[config.mk]
export PLATFORM = sky130hd
export DESIGN_NAME = gardner_loop_nco
export DESIGN_NICKNAME = d
export VERILOG_FILES = /design/src/rtl/gardner_loop_nco.sv
export SDC_FILE = /design/constraint.sdc
export NUM_CORES = 1
export LEC_CHECK = 0
export BUFFER_PORTS_ARGS = -buffer_cell sky130_fd_sc_hd__buf_4
export CORE_ASPECT_RATIO = 0.5
export CORE_MARGIN = 2
export CORE_UTILIZATION = 50
export CTS_CLUSTER_SIZE = 20
export DETAILED_ROUTE_END_ITERATION = 6
export PLACE_DENSITY_LB_ADDON = 0.25
export RECOVER_POWER = 25
export SLEW_MARGIN = 0
export SYNTH_ARGS = -nofsm -noshare
export SYNTH_HDL_FRONTEND = slang
export SYNTH_SLANG_ARGS = --single-unit
[constraint.sdc]
create_clock -name clk_32M768 -period 4.1 [get_ports clk_32M768]
set_input_delay 0.41 -clock clk_32M768 [delete_from_list [all_inputs] [get_ports clk_32M768]]
set_output_delay 0.41 -clock clk_32M768 [all_outputs]
set_load 0.01 [all_outputs]
[src/rtl/gardner_loop_nco.sv]
// gardner_loop_nco: Gardner symbol-timing loop closure. A PI loop filter with ACQ/TRACK gains and a lock detector steers a 32 samples/symbol NCO.
// Latency: error_n is sampled in the strobe cycle T; nco_ctrl updates at the end of T+2 (visible T+3); locked is visible from T+2.
// Backpressure: none. error_n is consumed every cycle and all outputs free-run.
// Ports:
//   clk_32M768 - sample clock, rising edge          rst_n    - async active-low reset
//   error_n    - signed timing error, every cycle   loop_en  - 1 closes loop, 0 free-runs NCO
//   sym_strobe - one-cycle pulse per symbol         mu       - fractional interval at strobe
//   nco_ctrl   - signed filter output on NOM_INC    locked   - 1 while the lock FSM is in TRACK
module gardner_loop_nco #(
  parameter int PHASE_W      = 16,
  parameter int NOM_INC      = 2048,
  parameter int MU_W         = 8,
  parameter int KP_SHIFT_ACQ = 4,
  parameter int KI_SHIFT_ACQ = 8,
  parameter int KP_SHIFT     = 6,
  parameter int KI_SHIFT     = 11,
  parameter int INTEG_LIM    = 384,
  parameter int CTRL_LIM     = 512,
  parameter int LOCK_THR     = 1024,
  parameter int LOCK_CNT     = 16,
  parameter int UNLOCK_CNT   = 8
) (
  input  logic                    clk_32M768,
  input  logic                    rst_n,
  input  logic signed [15:0]      error_n,
  input  logic                    loop_en,
  output logic                    sym_strobe,
  output logic [MU_W-1:0]         mu,
  output logic signed [15:0]      nco_ctrl,
  output logic                    locked
);

  // Filter sums are 18 bits wide so 16-bit operands never wrap before saturation.
  localparam int SW = 18;
  localparam int GW = $clog2(LOCK_CNT + 1);
  localparam int BW = $clog2(UNLOCK_CNT + 1);

  typedef enum logic {ACQ = 1'b0, TRACK = 1'b1} state_t;

  state_t             state, state_nxt;
  logic [GW-1:0]      good_cnt, good_nxt;
  logic [BW-1:0]      bad_cnt, bad_nxt;

  logic [PHASE_W-1:0] phase;
  logic [PHASE_W:0]   inc, sum;

  logic signed [15:0] e_reg, p_reg, integ;
  logic               v1, v2;          // strobe-sample pipeline occupancy
  logic [4:0]         kp_sh, ki_sh;
  logic signed [SW-1:0] e_ext, integ_sum, ctrl_sum;
  logic [15:0]        e_abs;
  logic               e_good;

  function automatic logic signed [15:0] sat16(input logic signed [SW-1:0] x, input int lim);
    if (x > SW'(lim))
      return 16'(lim);
    else if (x < SW'(-lim))
      return 16'(-lim);
    else
      return 16'(x);
  endfunction

  // NCO: CTRL_LIM < NOM_INC keeps the increment positive, so the sum carry is the symbol wrap.
  assign inc = (PHASE_W+1)'(NOM_INC) + (PHASE_W+1)'(nco_ctrl);
  assign sum = {1'b0, phase} + inc;

  always_ff @(posedge clk_32M768 or negedge rst_n) begin
    if (!rst_n) begin
      phase      <= '0;
      sym_strobe <= 1'b0;
      mu         <= '0;
    end else begin
      phase      <= sum[PHASE_W-1:0];
      sym_strobe <= sum[PHASE_W];
      mu         <= sum[PHASE_W-1 -: MU_W];
    end
  end

  // Gains follow the FSM state at the filter-update cycle.
  always_comb begin
    kp_sh = 5'(KP_SHIFT_ACQ);
    ki_sh = 5'(KI_SHIFT_ACQ);
    if (state == TRACK) begin
      kp_sh = 5'(KP_SHIFT);
      ki_sh = 5'(KI_SHIFT);
    end
  end

  assign e_ext     = SW'(e_reg);
  assign integ_sum = SW'(integ) + (e_ext >>> ki_sh);
  assign ctrl_sum  = SW'(p_reg) + SW'(integ);

  always_ff @(posedge clk_32M768 or negedge rst_n) begin
    if (!rst_n) begin
      v1       <= 1'b0;
      v2       <= 1'b0;
      e_reg    <= '0;
      p_reg    <= '0;
      integ    <= '0;
      nco_ctrl <= '0;
    end else if (!loop_en) begin
      // Open loop: drop anything in flight and park the filter at zero.
      v1       <= 1'b0;
      v2       <= 1'b0;
      p_reg    <= '0;
      integ    <= '0;
      nco_ctrl <= '0;
    end else begin
      v1 <= sym_strobe;
      v2 <= v1;
      if (sym_strobe)
        e_reg <= error_n;
      if (v1) begin
        p_reg <= 16'(e_ext >>> kp_sh);
        integ <= sat16(integ_sum, INTEG_LIM);
      end
      if (v2)
        nco_ctrl <= sat16(ctrl_sum, CTRL_LIM);
    end
  end

  // |e_reg| with the most negative value folded onto +32767.
  always_comb begin
    e_abs = e_reg;
    if (e_reg[15])
      e_abs = (e_reg == 16'sh8000) ? 16'h7fff : 16'(-e_reg);
  end
  assign e_good = (e_abs < 16'(LOCK_THR));

  always_ff @(posedge clk_32M768 or negedge rst_n) begin
    if (!rst_n) begin
      state    <= ACQ;
      good_cnt <= '0;
      bad_cnt  <= '0;
    end else begin
      state    <= state_nxt;
      good_cnt <= good_nxt;
      bad_cnt  <= bad_nxt;
    end
  end

  always_comb begin
    state_nxt = state;
    good_nxt  = good_cnt;
    bad_nxt   = bad_cnt;
    if (!loop_en) begin
      state_nxt = ACQ;
      good_nxt  = '0;
      bad_nxt   = '0;
    end else if (v1) begin
      case (state)
        ACQ: begin
          if (!e_good) begin
            good_nxt = '0;
          end else if (good_cnt == GW'(LOCK_CNT - 1)) begin
            state_nxt = TRACK;
            good_nxt  = '0;
            bad_nxt   = '0;
          end else begin
            good_nxt = good_cnt + GW'(1);
          end
        end
        TRACK: begin
          if (e_good) begin
            bad_nxt = '0;
          end else if (bad_cnt == BW'(UNLOCK_CNT - 1)) begin
            state_nxt = ACQ;
            good_nxt  = '0;
            bad_nxt   = '0;
          end else begin
            bad_nxt = bad_cnt + BW'(1);
          end
        end
        default: begin
          state_nxt = ACQ;
          good_nxt  = '0;
          bad_nxt   = '0;
        end
      endcase
    end
  end

  assign locked = (state == TRACK);

endmodule

==> out/qor.csv, run 1 <==
metric;value;unit
final hold vios;0;
gr usage total;0.224;
maximum buffer depth of the clock tree;2;
WP data arrival;4020;ps
Worst Min Path Start;error_n[12];
Worst Tran Pin Value;3440;ps
# diodes;0;
CTS tree;yes;
total power;0.00241;W
Initial DRC Count;278;
port buffer count;44;
P&R area growth vs syn;10.1;%
dpl ws;387;ps
clk sinks;89;
Final Critical Period;3780;ps
IO Pins;45;
Gate Count Post-Synth;727;
core area;13500;um^2
Vias/cell;6.12;
Tightest Hold Check Type;in2reg;
total wire length;15900;um
Commonest cells post-synth;89 x dfrtp_1, 65 x ha_1, 49 x nand2_1, 46 x o21ai_0, 45 x nor2_1;
initial antenna violation count;0;
Crit. End Element;flop;
cell with the most instances after synthesis;dfrtp_1;
Max VDD drop;0.198;mV
leak pwr;3.70;nW
post-synth top area share;0.322;
share of layout cells above drive strength 1;0.148;
Startpoint Class;flop;
CP required;4330;ps
hold buffer count at CTS;0;
TritonRoute pass-1 iters;4;
Clk Latency, worst-skew pair;340;ps
max cap viols;1;
number of global-route vias before repair;5495;
antenna-violating nets left;0;
PD cells;316;nW/um^2
async set or reset register ratio after synthesis;1.00;
initial core utilization;0.512;
DR WL/cell;16.9;um
crit share post-route;0.923;
DP Cell Count;922;
final setup skew;8.05;ps
ranking of synthesized cells by area;dfrtp_1 32%, ha_1 12%, o21ai_0 3.3%, a21oi_1 3.0%, nand2_1 2.7%;
failing checks;capacitance limit, slew limit;
final net count;844;
Multi-input gate area;4350;um^2
layout filler cell count;1207;
Overflow after GRT;0;
YS warnings;0;
PostCTS Resize Cnt;0;
DRC;0;
setup violators final;0;
sequential area share after synthesis;0.322;
Fin Setup TNS;0;ps
hpwl dp;12000;um
largest net degree at the start of global routing;64;
Netlist Area Pre-Place;6920;um^2
Setup Buffers After CTS;0;
DIE WIDTH;170;um
clock-pin slew on the worst setup and hold paths;60;ps
routability cong.;0.901;
Final WS setup;316;ps
Unique masters post-synth;93;
chip height;87.2;um
synthesized area per cell;9.51;um^2
Synth Flop Type;dfrtp_1;
register area;2230;um^2
Final Max Slew Viols;64;
first-pass GRT wire length;26600;um
Rel. slew slack;-1.29;
row count;30;
crit path max fanout;19;
status;complete, but fails checks;
CTS root buf;clkbuf_16;
die area;14800;um^2
syn_nets;814;
CTS Buf Count;9;
area leader, netlist;dfrtp_1;
Vias;5735;
Yosys reg bits;89;
Finished Layout Cells;937;
Worst Setup SP;locked$_DFFE_PN0P_;
RSZ-0062 raised after global routing;false;
number of synthesized flops with an enable pin;0;
crit path kind;reg2reg;
Critical R2R Launch;locked$_DFFE_PN0P_;
f_max;0.264;GHz
H-tree depth;3;
==> final timing paths <==
kind / to / slack [ps] / depth (start not counted)
setup / recovery: integ[7]$_DFFE_PN0P_ / 320 / 12
hold / removal: e_reg[12]$_DFFE_PN0P_ / 270 / 3
setup reg to reg: integ[7]$_DFFE_PN0P_ / 320 / 12
hold reg to reg: phase[0]$_DFF_PN0_ / 470 / 1
max in group asynchronous: phase[9]$_DFF_PN0_ / 940 / 1
min in group asynchronous: v1$_DFF_PN0_ / 1220 / 1
==> kinds of logic after synthesis <==
logic type | share of synthesized area
multiplexers | 0.0441
buffers and inverters | 0.0487
AO/OA/AOI/OAI | 0.244
XOR/XNOR | 0.0389
adder cells (fa/ha/maj) | 0.126
AND/OR/NAND/NOR | 0.176
flip-flops | 0.322
==> worst max-delay path: stages (launching register included) <==
cell and delay [ps]:
dfrtp_1 460, buf_4 300, nor2b_1 100, a21oi_1 260, fa_1 290, nand2b_1 140, a21oi_1 130, o31a_4 330
o41ai_4 430, mux2_4 350, a311oi_2 530, nand4_1 160, o2111a_1 170
==> stage by stage <==
stage                     utilization  area, um^2  hold slack, ps
after floorplan                     -        6920             114
after global placement          0.540        7300             453
after detailed placement        0.540        7300             460
after CTS                       0.564        7620             200
after global routing            0.564        7620             285
final                           0.564        7620             272
==> where the power goes <==
group / leakage (nW) / switching [W] / total (W) / internal [W]
Sequential: 1.21 / 0.0000397 / 0.000970 / 0.000931
Combinational: 2.33 / 0.000307 / 0.000520 / 0.000214
Clock: 0.157 / 0.000327 / 0.000921 / 0.000593
Total: 3.70 / 0.000674 / 0.00241 / 0.00174
==> routing by layer <==
| layer | track usage | vias up | wire length, um |
|---|---|---|---|
| met5 | 0 | - | 0 |
| met1 | 0.305 | 2783 | 7850 |
| met2 | 0.366 | 137 | 7140 |
| li1 | - | 2786 | - |
| met4 | 0.0668 | 0 | 238 |
| met3 | 0.0441 | 29 | 645 |
==> cells in the final DEF (no fill, tap or decap), types with 13 or more instances in the layout <==
| cell type | instances |
|---|---|
| xor2_1 | 13 |
| a21oi_1 | 42 |
| nor3_1 | 17 |
| o21ai_0 | 46 |
| nand3_1 | 19 |
| dfrtp_1 | 89 |
| o21ai_1 | 13 |
| nand2_1 | 49 |
| a21o_1 | 20 |
| xnor2_1 | 14 |
| buf_4 | 49 |
| nor2_1 | 45 |
| nor2b_1 | 13 |
| inv_1 | 32 |
| nand4_1 | 22 |
| ha_1 | 65 |
| mux2_2 | 16 |
==> cell type report <==
type,instances,area share
flip-flops and latches,89,0.292
clock buffers,12,0.0310
clock inverters,3,0.0118
inverters,32,0.0158
multi-input cells,575,0.571
well taps,176,0.0289
repair buffers,50,0.0488
(Power assumes the default switching activity.)
==> inputs of run 2 (changes only) <==
- CORE_UTILIZATION: 50 -> 60
- REMOVE_ABC_BUFFERS: not set -> 1
==> run 2 against run 1 <==
Effect of this change:
- the run still ends with capacitance limit, slew limit left
- die area down 16%
- clock skew grew 0.69 ps
- routed wire length decreased by 1.4%
- highest routed layer unchanged
==> out/qor.csv, run 2 (synthesis results as in run 1) <==
metric;value;unit;change
status;complete, but fails checks;;unchanged
failing checks;capacitance limit, slew limit;;unchanged
Clk network pwr share;0.342;;was 0.382
Comb pwr share;0.230;;was 0.216
P_sw;0.000692;W;was 0.000674 W
TritonRoute pass-1 iters;4;;unchanged
Rel. slew slack;-1.17;;was -1.29
Int Pwr;0.00157;W;was 0.00174 W
Initial DRC Count;371;;was 278
CP required;4330;ps;about the same
port buffer count;44;;unchanged
met2 Track Usage GR;0.427;;was 0.366
total wire length;15600;um;was 15900 um
Clk Latency, worst-skew pair;340;ps;about the same
PD cells;301;nW/um^2;was 316 nW/um^2
gr usage total;0.265;;was 0.224
antenna-violating nets left;0;;unchanged
most common cell after layout, fill and taps aside;dfrtp_1;;unchanged
initial core utilization;0.622;;was 0.512
Setup Buffers After CTS;0;;unchanged
met3 usage;0.0396;;was 0.0441
Crit. End Element;flop;;unchanged
final net count;844;;unchanged
Vias;5708;;was 5735
Worst R2R Setup Slack;330;ps;was 320 ps
DRC;0;;unchanged
IO Pins;45;;unchanged
routability cong.;0.951;;was 0.901
final hold vios;0;;unchanged
crit share post-route;0.919;;was 0.923
PostCTS Resize Cnt;0;;unchanged
Min-Delay Endpoint;e_reg[13]$_DFFE_PN0P_;;was e_reg[12]$_DFFE_PN0P_
RSZ-0062 raised after global routing;false;;unchanged
final setup skew;8.74;ps;was 8.05 ps
Fin Setup TNS;0;ps;unchanged
hpwl dp;11900;um;was 12000 um
worst hold path depth;3;;unchanged
CTS Buf Count;9;;unchanged
Worst Tran Pin Value;3260;ps;was 3440 ps
Startpoint Class;flop;;unchanged
Tightest Hold Check Type;in2reg;;unchanged
worst r2r dst;integ[7]$_DFFE_PN0P_;;unchanged
crit path max fanout;18;;was 19
CTS tree;yes;;unchanged
Vias/cell;6.29;;was 6.12
GRT busiest layer;met2;;unchanged
Overflow after GRT;0;;unchanged
Max VDD drop;0.181;mV;was 0.198 mV
sw frac;0.305;;was 0.279
row count;27;;was 30
worst r2r path cells;12;;unchanged
die area;12500;um^2;was 14800 um^2
Final Max Slew Viols;62;;was 64
chip height;79.9;um;was 87.2 um
f_max;0.265;GHz;was 0.264 GHz
maximum buffer depth of the clock tree;2;;unchanged
WHS;276;ps;was 272 ps
leak pwr;3.68;nW;was 3.70 nW
number of global-route vias before repair;5350;;was 5495
DIE WIDTH;156;um;was 170 um
hold buffer count at CTS;0;;unchanged
Final Critical Period;3770;ps;was 3780 ps
CTS root buf;clkbuf_16;;unchanged
max cap viols;1;;unchanged
largest net degree at the start of global routing;62;;was 64
initial antenna violation count;0;;unchanged
Worst Min Path Start;error_n[13];;was error_n[12]
P&R area growth vs syn;8.90;%;was 10.1%
crit path kind;reg2reg;;unchanged
clock-pin slew on the worst setup and hold paths;60;ps;about the same
clk sinks;89;;unchanged
# diodes;0;;unchanged
share of layout cells above drive strength 1;0.154;;was 0.148
share of power burned in registers;0.428;;was 0.402
leading cell types in the layout, fill and taps excluded;89 x dfrtp_1, 65 x ha_1, 49 x nand2_1, 49 x buf_4, 46 x o21ai_0;;unchanged
setup violators final;0;;unchanged
Critical R2R Launch;locked$_DFFE_PN0P_;;unchanged
WP data arrival;4000;ps;was 4020 ps
H-tree depth;3;;unchanged
DR WL/cell;17.2;um;was 16.9 um
core area;11100;um^2;was 13500 um^2
met1 Usage GRT;0.375;;was 0.305
first-pass GRT wire length;26300;um;was 26600 um
-- run 2: per-stage QoR --
step	total power (W)	worst slack, ps	cell area, um^2	std cells	utilization
floorplan	0.00134	356	6700	696	-
global placement	0.00149	579	7260	891	0.653
detailed placement	0.00150	374	7260	891	0.653
CTS	0.00228	389	7540	907	0.678
global route	0.00237	139	7530	907	0.678
finish	0.00226	331	7530	907	0.678
-- run 2: layer usage --
layer | part of all wire | vias up
li1 | - | 2783
met1 | 0.50 | 2777
met2 | 0.45 | 125
met3 | 0.036 | 23
met4 | 0.016 | 0
met5 | 0 | -
-- run 2: area by class of cell --
type                            instances  area [um^2]
Clock inverter                          6         40.0
Timing Repair Buffer                   50          372
Sequential cell                        89         2230
Inverter                               32          120
Clock buffer                           10          239
Multi-Input combinational cell        575         4350
Tap cell                              145          181
Fill cell                             907         3580
-- run 2: how the worst max path moves through the flow --
stage                                end               start  slack (ps)
global route        integ[7]$_DFFE_PN0P_  locked$_DFFE_PN0P_         140
global placement    integ[7]$_DFFE_PN0P_  locked$_DFFE_PN0P_         580
CTS                 integ[7]$_DFFE_PN0P_  locked$_DFFE_PN0P_         390
detailed placement  integ[7]$_DFFE_PN0P_  locked$_DFFE_PN0P_         370
floorplan           integ[7]$_DFFE_PN0P_  locked$_DFFE_PN0P_         360
finish              integ[7]$_DFFE_PN0P_  locked$_DFFE_PN0P_         330
-- run 2: critical path, cell delays in order (launching register included) --
cell      delay, ps
dfrtp_1         490
buf_4           310
nor2b_1         100
a21oi_1         250
fa_1            300
nand2b_1        160
a21oi_1         120
o31a_4          320
o41ai_4         400
mux2_4          350
a311oi_2        520
nand4_1         170
o2111a_1        170
-- run 2: power groups by stage --
stage	clock (W)	sequential, W	combinational [W]
after floorplan	0	0.000995	0.000341
after global placement	0	0.000984	0.000504
after detailed placement	0	0.000985	0.000518
after CTS	0.000788	0.000969	0.000520
after global routing	0.000821	0.000975	0.000576
final	0.000775	0.000969	0.000521
==> inputs of run 3 (changes only) <==
==> constraint.sdc (replaced) <==
create_clock -name clk_32M768 -period 4.1 [get_ports clk_32M768]
set_input_delay 0.615 -clock clk_32M768 [delete_from_list [all_inputs] [get_ports clk_32M768]]
set_output_delay 0.615 -clock clk_32M768 [all_outputs]
set_load 0.01 [all_outputs]
==> run 3 against run 2 <==
Effect of this change:
- the flow still finishes with violations (capacitance limit, slew limit)
- register-to-register slack improved by 70 ps
- final cell count fell by 0.11%
- utilization rose by 0.47 points
- clock power rose by 21%
- count of clock-buffer cells in the layout did not move
- combinational power rose by 1%
- global-route usage rose by 0.66 points
- sequential cell count did not move
- power rose by 7.5%
==> out/qor.csv, run 3 (synthesis results as in run 1) <==
metric;value;unit;change
die area;12500;um^2;unchanged
Comb pwr share;0.217;;was 0.230
sw frac;0.287;;was 0.305
Worst Tran Pin Value;1710;ps;was 3260 ps
Clk Latency, worst-skew pair;350;ps;was 340 ps
IO Pins;45;;unchanged
P&R area growth vs syn;9.66;%;was 8.90%
PostCTS Resize Cnt;0;;unchanged
Crit. End Element;flop;;unchanged
CP most frequent cell;a21oi_1;;unchanged
worst hold path depth;1;;was 3
initial antenna violation count;0;;unchanged
Worst R2R Setup Slack;400;ps;was 330 ps
antenna-violating nets left;0;;unchanged
register area;2230;um^2;unchanged
CTS root buf;clkbuf_16;;unchanged
critical path's slowest cell;a311oi_2;;unchanged
DP Cell Count;891;;unchanged
leak pwr;3.69;nW;was 3.68 nW
total power;0.00243;W;was 0.00226 W
crit path max fanout;18;;unchanged
total wire length;16000;um;was 15600 um
max cap viols;1;;unchanged
Vias/cell;6.40;;was 6.29
CP required;4340;ps;was 4330 ps
P_sw;0.000698;W;was 0.000692 W
maximum buffer depth of the clock tree;2;;unchanged
Min-Delay Endpoint;phase[0]$_DFF_PN0_;;was e_reg[13]$_DFFE_PN0P_
# diodes;0;;unchanged
TritonRoute pass-1 iters;5;;was 4
Multi-input gate area;4350;um^2;unchanged
H-tree depth;3;;unchanged
Critical R2R Launch;locked$_DFFE_PN0P_;;unchanged
row count;27;;unchanged
layout filler cell count;908;;was 907
Finished Layout Cells;906;;was 907
Clk network pwr share;0.385;;was 0.342
Setup Buffers After CTS;0;;unchanged
Crit path largest cell delay;530;ps;was 520 ps
Overflow after GRT;0;;unchanged
share of layout cells above drive strength 1;0.151;;was 0.154
CTS Buf Count;9;;unchanged
worst path bufs/invs;1;;unchanged
Final Max Slew Viols;69;;was 62
hold buffer count at CTS;0;;unchanged
DIE WIDTH;156;um;unchanged
clock-pin slew on the worst setup and hold paths;70;ps;was 60 ps
WP data arrival;3940;ps;was 4000 ps
DRC;0;;unchanged
final net count;844;;unchanged
Worst Min Path Start;phase[0]$_DFF_PN0_;;was error_n[13]
leading cell types in the layout, fill and taps excluded;89 x dfrtp_1, 65 x ha_1, 49 x nand2_1, 48 x buf_4, 46 x o21ai_0;;was 89 x dfrtp_1, 65 x ha_1, 49 x nand2_1, 49 x buf_4, 46 x o21ai_0
gr usage total;0.272;;was 0.265
first-pass GRT wire length;26900;um;was 26300 um
WHS;468;ps;was 276 ps
clk sinks;89;;unchanged
RSZ-0062 raised after global routing;false;;unchanged
setup violators final;0;;unchanged
number of global-route vias before repair;5466;;was 5350
Worst path top cell family by delay;compound AO/OA/AOI/OAI gates;;unchanged
share of power burned in registers;0.398;;was 0.428
f_max;0.270;GHz;was 0.265 GHz
chip height;79.9;um;unchanged
Final Critical Period;3700;ps;was 3770 ps
Tightest Hold Check Type;reg2reg;;was in2reg
PD cells;321;nW/um^2;was 301 nW/um^2
CTS tree;yes;;unchanged
crit share post-route;0.903;;was 0.919
Startpoint Class;flop;;unchanged
initial core utilization;0.622;;unchanged
Rel. slew slack;-0.142;;was -1.17
final core utilization;0.682;;was 0.678
core area;11100;um^2;unchanged
Vias;5797;;was 5708
port buffer count;44;;unchanged
most common cell after layout, fill and taps aside;dfrtp_1;;unchanged
worst r2r dst;integ[7]$_DFFE_PN0P_;;unchanged
status;complete, but fails checks;;unchanged
worst path cell trace;buf_4, nor2b_1, a21oi_1, fa_1, nand2b_1, a21oi_1, o31a_4, o41ai_4, mux2_4, a311oi_2, nand4_1, o2111a_1;;unchanged
Int Pwr;0.00174;W;was 0.00157 W
crit path kind;reg2reg;;unchanged
hpwl dp;11900;um;about the same
worst r2r path cells;12;;unchanged
routability cong.;0.959;;was 0.951
Fin Setup TNS;0;ps;unchanged
largest net degree at the start of global routing;69;;was 62
Max VDD drop;0.185;mV;was 0.181 mV
final setup skew;9.73;ps;was 8.74 ps
DR WL/cell;17.7;um;was 17.2 um
final hold vios;0;;unchanged
failing checks;capacitance limit, slew limit;;unchanged
Initial DRC Count;406;;was 371
[run 3: changes by cell type in the layout (fill, tap and decap cells not counted), sizes merged]
cell | previous run | this run
clkbuf | 11 | 12
bufinv | 0 | 3
buf | 49 | 48
inv | 34 | 32
clkinvlp | 1 | 2
clkinv | 3 | 0
[run 3: power groups by stage]
stage | sequential, W | combinational, W | clock (W)
global route | 0.000976 | 0.000584 | 0.000983
floorplan | 0.000995 | 0.000341 | 0
global placement | 0.000984 | 0.000504 | 0
CTS | 0.000970 | 0.000525 | 0.000951
detailed placement | 0.000986 | 0.000522 | 0
finish | 0.000970 | 0.000528 | 0.000937
[run 3: worst register-to-register path, delay by kind of cell, from the launching register on]
kind	cells	cell delay [ps]
compound gates	6	1770
fa+ha+maj	1	280
buf+inv	1	310
flops	1	480
mux	1	350
simple gates	3	420
[run 3: through the flow]
stage	area (um^2)	setup slack, ps
2_1_floorplan	6700	356
3_3_place_gp	7260	584
3_5_place_dp	7260	443
4_1_cts	7590	452
5_1_grt	7580	135
6_report	7580	396
[run 3: final cells by class]
class | count | share of cell area
Clock buffer | 10 | 0.0302
Clock inverter | 5 | 0.0139
Inverter | 32 | 0.0158
Multi-Input combinational cell | 575 | 0.574
Sequential cell | 89 | 0.294
Tap cell | 145 | 0.0239
Timing Repair Buffer | 50 | 0.0487
[run 3: metal layers]
metal | GRT usage | vias up | wire, um
met4 | 0.0963 | 0 | 361
li1 | - | 2792 | -
met5 | 0 | - | 0
met2 | 0.435 | 191 | 7270
met3 | 0.0537 | 35 | 888
met1 | 0.370 | 2779 | 7520
[run 3: worst max path at each step]
stage | startpoint | depth (start not counted) | to
finish | locked$_DFFE_PN0P_ | 12 | integ[7]$_DFFE_PN0P_
floorplan | locked$_DFFE_PN0P_ | 12 | integ[7]$_DFFE_PN0P_
global route | locked$_DFFE_PN0P_ | 12 | integ[7]$_DFFE_PN0P_
CTS | locked$_DFFE_PN0P_ | 12 | integ[7]$_DFFE_PN0P_
global placement | locked$_DFFE_PN0P_ | 12 | integ[7]$_DFFE_PN0P_
detailed placement | locked$_DFFE_PN0P_ | 12 | integ[7]$_DFFE_PN0P_
